--- src/rtl/lcd_pkg.sv ---
// Shared types and constants for the LCD capture path.
// The LCD_RECEIVER_CRC_EN macro is consumed by lcd_receiver, not by this package.
package lcd_pkg;

    typedef enum logic [1:0] {
        ST_HUNT   = 2'd0,
        ST_VBLANK = 2'd1,
        ST_LINE   = 2'd2,
        ST_HBLANK = 2'd3
    } rx_state_e;

    localparam int H_ACTIVE_DEF = 800;
    localparam int V_ACTIVE_DEF = 480;

    localparam logic [15:0] CRC_POLY = 16'h1021;
    localparam logic [15:0] CRC_INIT = 16'hFFFF;

    function automatic logic [9:0] sat_inc(input logic [9:0] v);
        return (v == 10'h3FF) ? v : v + 10'd1;
    endfunction

endpackage

--- src/rtl/lcd_crc16.sv ---
// CRC-16/CCITT-FALSE register that folds one 24-bit RGB word (R, G, B; MSB first) per enabled clock.
// Instantiated by lcd_receiver only when LCD_RECEIVER_CRC_EN is defined.
module lcd_crc16
    import lcd_pkg::*;
(
    input  logic        clk_i,
    input  logic        rst_n_i,
    input  logic [15:0] init_i,
    input  logic        en_i,
    input  logic        clr_i,
    input  logic [23:0] data_i,
    output logic [15:0] crc_o
);

    logic [15:0] crc_q;
    logic [15:0] crc_d;
    logic        fb;

    always_comb begin
        crc_d = crc_q;
        fb    = 1'b0;
        for (int i = 23; i >= 0; i--) begin
            fb    = crc_d[15] ^ data_i[i];
            crc_d = {crc_d[14:0], 1'b0} ^ (fb ? CRC_POLY : 16'h0000);
        end
    end

    // Clear has priority so a frame boundary never absorbs a stray pixel.
    always_ff @(posedge clk_i or negedge rst_n_i) begin
        if (!rst_n_i) begin
            crc_q <= CRC_INIT;
        end else if (clr_i) begin
            crc_q <= init_i;
        end else if (en_i) begin
            crc_q <= crc_d;
        end
    end

    assign crc_o = crc_q;

endmodule

--- src/rtl/lcd_receiver.sv ---
// Parallel RGB LCD capture: pixel coordinates, frame geometry, sticky timing errors and lock.
// Optional per-frame CRC over captured pixels when LCD_RECEIVER_CRC_EN is defined.
//
//   state     | meaning
//   ----------+----------------------------------------------------------
//   ST_HUNT   | after reset; ignore everything until a vs_n falling edge
//   ST_VBLANK | inside a frame, before the first line or between frames
//   ST_LINE   | DE high, capturing pixels of the current line
//   ST_HBLANK | DE low between lines of a frame
module lcd_receiver
    import lcd_pkg::*;
#(
    parameter int H_ACTIVE    = H_ACTIVE_DEF,
    parameter int V_ACTIVE    = V_ACTIVE_DEF,
    parameter int LOCK_FRAMES = 2
) (
    input  logic        clock_i,
    input  logic        reset_n_i,
    input  logic        tick_i,
    input  logic        hs_n_i,
    input  logic        vs_n_i,
    input  logic        data_enable_i,
    input  logic [7:0]  red_i,
    input  logic [7:0]  green_i,
    input  logic [7:0]  blue_i,
    input  logic        err_clear_i,
    output logic        pixel_valid_o,
    output logic [9:0]  pixel_x_o,
    output logic [9:0]  pixel_y_o,
    output logic [7:0]  pixel_red_o,
    output logic [7:0]  pixel_green_o,
    output logic [7:0]  pixel_blue_o,
    output logic        frame_done_o,
    output logic [9:0]  frame_width_o,
    output logic [9:0]  frame_height_o,
    output logic        locked_o,
    output logic        err_width_o,
    output logic        err_height_o,
    output logic        err_sync_o,
    output logic [15:0] frame_crc_o
);

    localparam logic [9:0] H_ACT  = 10'(H_ACTIVE);
    localparam logic [9:0] V_ACT  = 10'(V_ACTIVE);
    localparam logic [3:0] LOCK_N = 4'(LOCK_FRAMES);

    // Input sample stage and the previous sample used for edge detection.
    logic        smp_vld_q;
    logic        s_hs_q, s_vs_q, s_de_q;
    logic [23:0] s_rgb_q;
    logic        p_vs_q, p_de_q;

    rx_state_e   state_q;
    logic [9:0]  x_cnt_q;
    logic [9:0]  y_q;
    logic [9:0]  last_len_q;
    logic        frame_err_q;
    logic [3:0]  good_q;

    logic        pixel_valid_q;
    logic [9:0]  pixel_x_q, pixel_y_q;
    logic [23:0] pixel_rgb_q;
    logic        frame_done_q;
    logic [9:0]  frame_width_q, frame_height_q;
    logic        locked_q;
    logic        err_width_q, err_height_q, err_sync_q;

    logic        vs_fall, de_rise, sync_viol;
    logic        in_frame, frame_end, truncated, line_end;
    logic        pix_take;
    logic [9:0]  pix_x;
    logic [9:0]  fe_width;
    logic        fe_h_err, fe_bad;
    logic [3:0]  good_d;

    always_ff @(posedge clock_i or negedge reset_n_i) begin
        if (!reset_n_i) begin
            smp_vld_q <= 1'b0;
            s_hs_q    <= 1'b1;
            s_vs_q    <= 1'b1;
            s_de_q    <= 1'b0;
            s_rgb_q   <= '0;
            p_vs_q    <= 1'b1;
            p_de_q    <= 1'b0;
        end else begin
            smp_vld_q <= tick_i;
            if (tick_i) begin
                p_vs_q  <= s_vs_q;
                p_de_q  <= s_de_q;
                s_hs_q  <= hs_n_i;
                s_vs_q  <= vs_n_i;
                s_de_q  <= data_enable_i;
                s_rgb_q <= {red_i, green_i, blue_i};
            end
        end
    end

    // Event decode for the sample registered on the previous tick; vs_n fall outranks DE activity.
    always_comb begin
        vs_fall   = smp_vld_q & p_vs_q & ~s_vs_q;
        de_rise   = smp_vld_q & ~p_de_q & s_de_q;
        sync_viol = smp_vld_q & s_de_q & (~s_hs_q | ~s_vs_q);
        in_frame  = (state_q != ST_HUNT);
        frame_end = vs_fall & in_frame;
        truncated = frame_end & (state_q == ST_LINE);
        line_end  = smp_vld_q & (state_q == ST_LINE) & ~s_de_q & ~vs_fall;

        pix_take = 1'b0;
        pix_x    = '0;
        case (state_q)
            ST_VBLANK, ST_HBLANK: pix_take = de_rise & ~vs_fall;
            ST_LINE: begin
                pix_take = smp_vld_q & s_de_q & ~vs_fall;
                pix_x    = x_cnt_q;
            end
            default: pix_take = 1'b0;
        endcase

        fe_width = truncated ? x_cnt_q : last_len_q;
        fe_h_err = (y_q != V_ACT);
        fe_bad   = frame_err_q | sync_viol | truncated | fe_h_err;
        if (fe_bad) begin
            good_d = '0;
        end else if (good_q == LOCK_N) begin
            good_d = good_q;
        end else begin
            good_d = good_q + 4'd1;
        end
    end

    always_ff @(posedge clock_i or negedge reset_n_i) begin
        if (!reset_n_i) begin
            state_q        <= ST_HUNT;
            x_cnt_q        <= '0;
            y_q            <= '0;
            last_len_q     <= '0;
            frame_err_q    <= 1'b0;
            good_q         <= '0;
            pixel_valid_q  <= 1'b0;
            pixel_x_q      <= '0;
            pixel_y_q      <= '0;
            pixel_rgb_q    <= '0;
            frame_done_q   <= 1'b0;
            frame_width_q  <= '0;
            frame_height_q <= '0;
            locked_q       <= 1'b0;
            err_width_q    <= 1'b0;
            err_height_q   <= 1'b0;
            err_sync_q     <= 1'b0;
        end else begin
            pixel_valid_q <= 1'b0;
            frame_done_q  <= 1'b0;

            // Later assignments in this block win, so a same-cycle new error keeps its flag set.
            if (err_clear_i) begin
                err_width_q  <= 1'b0;
                err_height_q <= 1'b0;
                err_sync_q   <= 1'b0;
            end

            if (sync_viol) begin
                err_sync_q  <= 1'b1;
                frame_err_q <= 1'b1;
            end

            if (pix_take) begin
                pixel_valid_q <= 1'b1;
                pixel_x_q     <= pix_x;
                pixel_y_q     <= y_q;
                pixel_rgb_q   <= s_rgb_q;
                x_cnt_q       <= (state_q == ST_LINE) ? sat_inc(x_cnt_q) : 10'd1;
                state_q       <= ST_LINE;
            end

            if (line_end) begin
                state_q    <= ST_HBLANK;
                last_len_q <= x_cnt_q;
                y_q        <= sat_inc(y_q);
                if (x_cnt_q != H_ACT) begin
                    err_width_q <= 1'b1;
                    frame_err_q <= 1'b1;
                end
            end

            // Any vs_n fall starts a fresh frame; only one inside a frame reports the old one.
            if (vs_fall) begin
                state_q     <= ST_VBLANK;
                x_cnt_q     <= '0;
                y_q         <= '0;
                last_len_q  <= '0;
                frame_err_q <= 1'b0;
            end

            if (frame_end) begin
                frame_done_q   <= 1'b1;
                frame_width_q  <= fe_width;
                frame_height_q <= y_q;
                good_q         <= good_d;
                locked_q       <= (good_d == LOCK_N);
                if (truncated) begin
                    err_width_q <= 1'b1;
                end
                if (fe_h_err) begin
                    err_height_q <= 1'b1;
                end
            end
        end
    end

    assign pixel_valid_o  = pixel_valid_q;
    assign pixel_x_o      = pixel_x_q;
    assign pixel_y_o      = pixel_y_q;
    assign pixel_red_o    = pixel_rgb_q[23:16];
    assign pixel_green_o  = pixel_rgb_q[15:8];
    assign pixel_blue_o   = pixel_rgb_q[7:0];
    assign frame_done_o   = frame_done_q;
    assign frame_width_o  = frame_width_q;
    assign frame_height_o = frame_height_q;
    assign locked_o       = locked_q;
    assign err_width_o    = err_width_q;
    assign err_height_o   = err_height_q;
    assign err_sync_o     = err_sync_q;

`ifdef LCD_RECEIVER_CRC_EN
    logic [15:0] crc_run;
    logic [15:0] frame_crc_q;

    lcd_crc16 u_crc (
        .clk_i   (clock_i),
        .rst_n_i (reset_n_i),
        .init_i  (CRC_INIT),
        .en_i    (pix_take),
        .clr_i   (vs_fall),
        .data_i  (s_rgb_q),
        .crc_o   (crc_run)
    );

    always_ff @(posedge clock_i or negedge reset_n_i) begin
        if (!reset_n_i) begin
            frame_crc_q <= '0;
        end else if (frame_end) begin
            frame_crc_q <= crc_run;
        end
    end

    assign frame_crc_o = frame_crc_q;
`else
    assign frame_crc_o = 16'h0000;
`endif

endmodule

--- config.mk ---
export PLATFORM = sky130hd
export DESIGN_NAME = lcd_receiver
export DESIGN_NICKNAME = d
export VERILOG_FILES = /design/src/rtl/lcd_pkg.sv /design/src/rtl/lcd_crc16.sv /design/src/rtl/lcd_receiver.sv
export SDC_FILE = /design/constraint.sdc
export NUM_CORES = 1
export LEC_CHECK = 0
export BUFFER_PORTS_ARGS = -buffer_cell sky130_fd_sc_hd__buf_2
export CORE_MARGIN = 3
export CORE_UTILIZATION = 55
export CTS_CLUSTER_DIAMETER = 40
export DETAILED_ROUTE_END_ITERATION = 7
export GPL_ROUTABILITY_DRIVEN = 0
export PLACE_DENSITY = 0.77
export SLEW_MARGIN = 25
export SYNTH_ARGS = -nofsm -noshare
export SYNTH_HDL_FRONTEND = slang
export SYNTH_SLANG_ARGS = --single-unit
--- constraint.sdc ---
create_clock -name clock_i -period 2.6 [get_ports clock_i]
set_clock_uncertainty 0.15 [all_clocks]
set_input_delay 0.13 -clock clock_i [delete_from_list [all_inputs] [get_ports clock_i]]
set_output_delay 0.13 -clock clock_i [all_outputs]
set_load 0.02 [all_outputs]
After elaboration in Yosys (flattened, before gate mapping) --
Cells that the tools add are included.
Cells by class: add/subtract/negate cells 3, equality and inequality tests 11, bitwise gates (word level) 22, reductions and logical operators 8, muxes and demuxes 33
Operators by type and width (count):
- $mux 10 | 11
- $add 10x1->10 const B | 2
- $eq 10x10->1 const B | 2
- $mux 1 | 16
- $and 1x1->1 | 13
- $ne 10x10->1 const B | 1
- $ne 10x9->1 const B | 1
- $eq 4x2->1 const B | 2
- $mux 4 | 2
- $reduce_bool 2->1 | 4
- $mux 2 | 3
- $not 1->1 | 5
- $add 4x1->4 const B | 1
- $eq 2x2->1 const B | 2
- $or 1x1->1 | 4
- $reduce_and 2->1 | 2
- $ne 3x3->1 const B | 1
- $reduce_bool 3->1 | 1
- $eq 2x1->1 const B | 1
- $ne 2x2->1 const B | 1
- $pmux 1 s2 | 1
- $reduce_or 2->1 | 1
Storage, ports and cells: bits in registers 137, input port bits 31, output and inout bits 86

Depth between registers and ports, before layout --
depth in word-level cells 8, mapped depth 8, gate-level depth less buffers 6

Worst setup path before layout --
Ideal clock, no wire load.
kind register to register, from register s_vs_q, to register state_q[0], path slack 0.590 ns, buffers on the path 3, clock period less this slack 2.010 ns, data arrival time 1.726 ns, required time 2.316 ns, stages on the path, launching flop included 8, path through dfstp_2 nor2b_2 or4_1 buf_4 buf_2 buf_2 nand2_1 nand2_1
Between the ends: longest elaborated chain between the ends 6, elaborated cells on any way between the ends 10
Ends and longest elaborated chain:
- start: declaration | RTL line lcd_receiver.sv:49 | logic s_hs_q, s_vs_q, s_de_q;
- start signal: assignment | RTL line lcd_receiver.sv:91 | s_vs_q <= vs_n_i;
- $not 1->1 (*) | RTL line lcd_receiver.sv:100 | vs_fall = smp_vld_q & p_vs_q & ~s_vs_q;
- $and 1x1->1 (*) | RTL line lcd_receiver.sv:100
- $not 1->1 | RTL line lcd_receiver.sv:106, lcd_receiver.sv:111, lcd_receiver.sv:113
- $and 1x1->1, on equally long branches | RTL line lcd_receiver.sv:113, lcd_receiver.sv:106, lcd_receiver.sv:111
- $pmux 1 s2 / $mux 2 (equally long branches) | RTL line lcd_receiver.sv:110, lcd_receiver.sv:175
- $reduce_bool 3->1 (no line) / $mux 2 (equally long branches)
- end signal: assignment | RTL line lcd_receiver.sv:133 | state_q <= ST_HUNT;
- end signal: assignment | RTL line lcd_receiver.sv:172 | state_q <= ST_LINE;
- end signal: assignment | RTL line lcd_receiver.sv:176 | state_q <= ST_HBLANK;
- end: declaration | RTL line lcd_receiver.sv:53 | rx_state_e state_q;
Every way passes the cells marked *; elsewhere a longest branch is shown, timed or not. A chain may end at the register's enable or synchronous reset.

Worst setup path in the final report --
from register s_vs_q, to register x_cnt_q[4]
Between the ends: longest elaborated chain between the ends 7, elaborated cells on any way between the ends 10
Ends and longest elaborated chain:
- $not 1->1 (*) | RTL line lcd_receiver.sv:100
- $and 1x1->1 (*) | RTL line lcd_receiver.sv:100
- $not 1->1 | RTL line lcd_receiver.sv:111, lcd_receiver.sv:113
- $and 1x1->1, on equally long branches | RTL line lcd_receiver.sv:113, lcd_receiver.sv:111
- $pmux 1 s2 | RTL line lcd_receiver.sv:110 | case (state_q)
- $reduce_bool 2->1 (no line)
- $reduce_and 2->1 (no line)
- end signal: assignment | RTL line lcd_receiver.sv:171 | x_cnt_q <= (state_q == ST_LINE) ? sat_inc(x_cnt_q) : 10'd1;
- end: declaration | RTL line lcd_receiver.sv:54 | logic [9:0] x_cnt_q;
Marks and branches as above.

==> key figures <==
Setup path
  • Slowest cell on crit path: or4_2
  • Crit-path cells: nor2b_2 > or4_2 > clkinv_2 > nand3_1 > a32o_1
  • Critical path fanouts, max: 19
  • Worst Path Arrival: 2.72 ns
  • Endpoint class of the critical path: flip-flop
  • CP required: 2.85 ns
  • CP peak stage delay: 0.84 ns
  • CP Buf/Inv Count: 1
  • Setup CP Type: flip-flop to flip-flop
  • Cell family with most CP delay: simple AND/OR/NAND/NOR gates
  • Type of origin of the critical path: flip-flop

Clock network
  • H-tree levels: 4
  • Clock Path Buffers: 2
  • CTS Buf Count: 17
  • Setup Fix Bufs, Post-CTS: 0
  • Clock root cell: clkbuf_8
  • Clk sinks: 137
  • Worst-Skew Late Latency: 0.52 ns
  • CTS tree: built
  • Post-CTS Resized: 0
  • Reg clk slew, reported paths: 0.06 ns

Floorplan
  • Initial Util: 0.5735
  • Die W: 110.7 um
  • Die footprint: 12250 um2
  • Core Box Area: 10510 um2
  • Num rows: 37
  • I/O pin count: 117
  • Chip height: 110.7 um

Synthesis
  • Avg Cell Area, Syn: 10.36 um2
  • Post-synthesis register bit count: 137
  • Top_reg_cell synth: dfrtp_1
  • Asr flop ratio synth: 1.000
  • Yosys top cell by area: dfrtp_1
  • Post-Synthesis Cells: 582
  • Dominant cell by count in the synthesized netlist: nand2_1
  • Seq/Total Area, Yosys: 0.5694
  • Synth top cells by count: nand2_1 (156), dfrtp_1 (134), mux2_2 (29), o21ai_0 (28), clkbuf_1 (19)
  • Synth top area share: 0.5564
  • Synth Cell Area: 6027 um2
  • Largest cells by area after synthesis: dfrtp_1 (56%), nand2_1 (9.7%), mux2_2 (5.4%), a22o_1 (2.3%), o21ai_0 (2.3%)
  • Netlist cell types: 63
  • Synth warn: 0
  • Number of flops mapped to enable cells by yosys: 0

Power
  • Power, Total: 6.532 mW
  • Lkg Pwr: 3.707 nW
  • Maximum vdd drop: 0.5576 mV
  • PwrDens: 876.7 nW/um2

Detailed routing
  • Initial DRC Count: 282
  • WL/cell: 16.19 um
  • Total routed wirelength: 13.76 mm
  • Drt pass-1 iters: 8
  • Vias: 4704
  • DRC: 0
  • Final ANT Viol Nets: 0
  • Via density: 5.534

Final layout
  • Area growth, synth to finish: 23.62%
  • Area of the multi-input gates: 2308 um2
  • Ant diodes: 0
  • Layout cells sized above 1: 0.2563
  • Register area: 3432 um2
  • Final #Nets: 738
  • Filler instances: 732

Placement
  • Final HPWL DP: 9.024 mm
  • Port buffer count: 100

Job
  • Max Cap Viol: 0

STA
  • RSZ-0062 raised after global routing: false
  • Hold Worst Slack: 0.02933 ns
  • Slew Viols, Final: 0
  • Setup TNS: 0 ns
  • Measured slew at the worst slew-check pin: 0.8732 ns
  • Final setup fails: 0
  • Final critical-path required period: 2.469 ns
  • Period utilization: 0.9495
  • Final hold violations: 0
  • Relative slew slack: 0.4140
  • Fmax: 0.4051 GHz

Global route
  • Global-route wire length before repair: 23.58 mm
  • Largest net degree at the start of global routing: 72
  • Overall routing resource usage: 0.2346
  • Vias in the first global route: 4748
  • GR Overflow Total: 0
  • Antenna violations before repair: 0

Status
  • Run status: finished clean

Min path
  • HP Class: primary input to asynchronous set/reset pin
[path summary, 6_finish.rpt]
check	from	endpoint	slack, ns	cells after the start
max	s_vs_q	x_cnt_q[4]	0.13	5
min	reset_n_i	last_len_q[8]	0.03	2
max reg2reg	s_vs_q	x_cnt_q[4]	0.13	5
min reg2reg	s_rgb_q[17]	pixel_rgb_q[17]	0.32	2
max in group asynchronous	reset_n_i	pixel_rgb_q[11]	1.48	3
min in group clock_i	err_clear_i	err_height_o	0.23	3
[worst reg2reg max path: cells and delay by family, from the launching register on]
| kind | cells | cell delay (ns) |
|---|---|---|
| AND/OR/NAND/NOR | 3 | 1.07 |
| AO/OA/AOI/OAI | 1 | 0.28 |
| flip-flops | 1 | 0.56 |
| buffers and inverters | 1 | 0.30 |
[state kept, by name (all words and copies together), names as in the netlist, 2 cells and up]
signal	cells
x_cnt_q	10
y_q	10
pixel_rgb_q	24
s_rgb_q	24
good_q	4
pixel_x_o	10
frame_width_o	10
pixel_y_o	10
state_q	2
last_len_q	10
frame_height_o	10
[layout by cell type (no fill, tap or decap), drive strengths merged, types with 3 or more instances in the layout]
cell	n
a21oi	9
a22o	16
a31oi	8
a41oi	5
and2	4
and3	6
and4	3
buf	110
bufinv	3
clkbuf	21
clkinv	4
clkinvlp	5
conb	16
dfrtp	134
dfstp	3
dlygate4sd3	30
ha	6
inv	12
mux2	29
mux2i	5
nand2	156
nand2b	4
nand3	18
nand3b	3
nand4	7
nor2	15
nor3	6
nor4	4
nor4b	3
o211ai	3
o21ai	31
o2bb2ai	3
[final cells by class]
type | instances | share of cell area
Clock inverter | 11 | 0.01965
Tap cell | 136 | 0.02284
Timing Repair Buffer | 140 | 0.1201
Multi-Input combinational cell | 392 | 0.3098
Inverter | 13 | 0.006717
Sequential cell | 137 | 0.4606
Clock buffer | 21 | 0.06029
[power breakdown]
group	internal, mW	switching (mW)	total (mW)
logic	0.483	0.948	1.43
registers	2.47	0.237	2.71
clock network	1.51	0.884	2.39
[cell families after synthesis]
family	share of synthesized area
AND/OR/NAND/NOR	0.1866
flip-flops	0.5694
other	0.0006222
buffers and inverters	0.05771
adder cells (fa/ha/maj)	0.01246
AO/OA/AOI/OAI	0.1077
XOR/XNOR	0.002907
multiplexers	0.06249
[per-layer routing]
| layer | up-vias | global-route usage | wire, um |
|---|---|---|---|
| met5 | - | 0 | 0 |
| met4 | 0 | 0.07553 | 142 |
| met3 | 16 | 0.06823 | 1180 |
| met2 | 235 | 0.3742 | 6448 |
| met1 | 2232 | 0.3119 | 5988 |
| li1 | 2221 | - | - |
[through the flow]
step | util | instance area [um2] | cells | setup slack, ns
2_1_floorplan | - | 6083 | 597 | 0.5900
3_3_place_gp | 0.6238 | 6555 | 788 | 0.2131
3_5_place_dp | 0.6238 | 6555 | 788 | 0.1629
4_1_cts | 0.7090 | 7451 | 850 | 0.1436
5_1_grt | 0.7090 | 7451 | 850 | 0.03215
6_report | 0.7090 | 7451 | 850 | 0.1314
[what timing repair did]
item	in CTS	in global routing
setup endpoints to repair	0	0
hold buffers	30	0
endpoints found under the hold margin	99	0
Note: power is estimated with default switching activity, not from simulation.
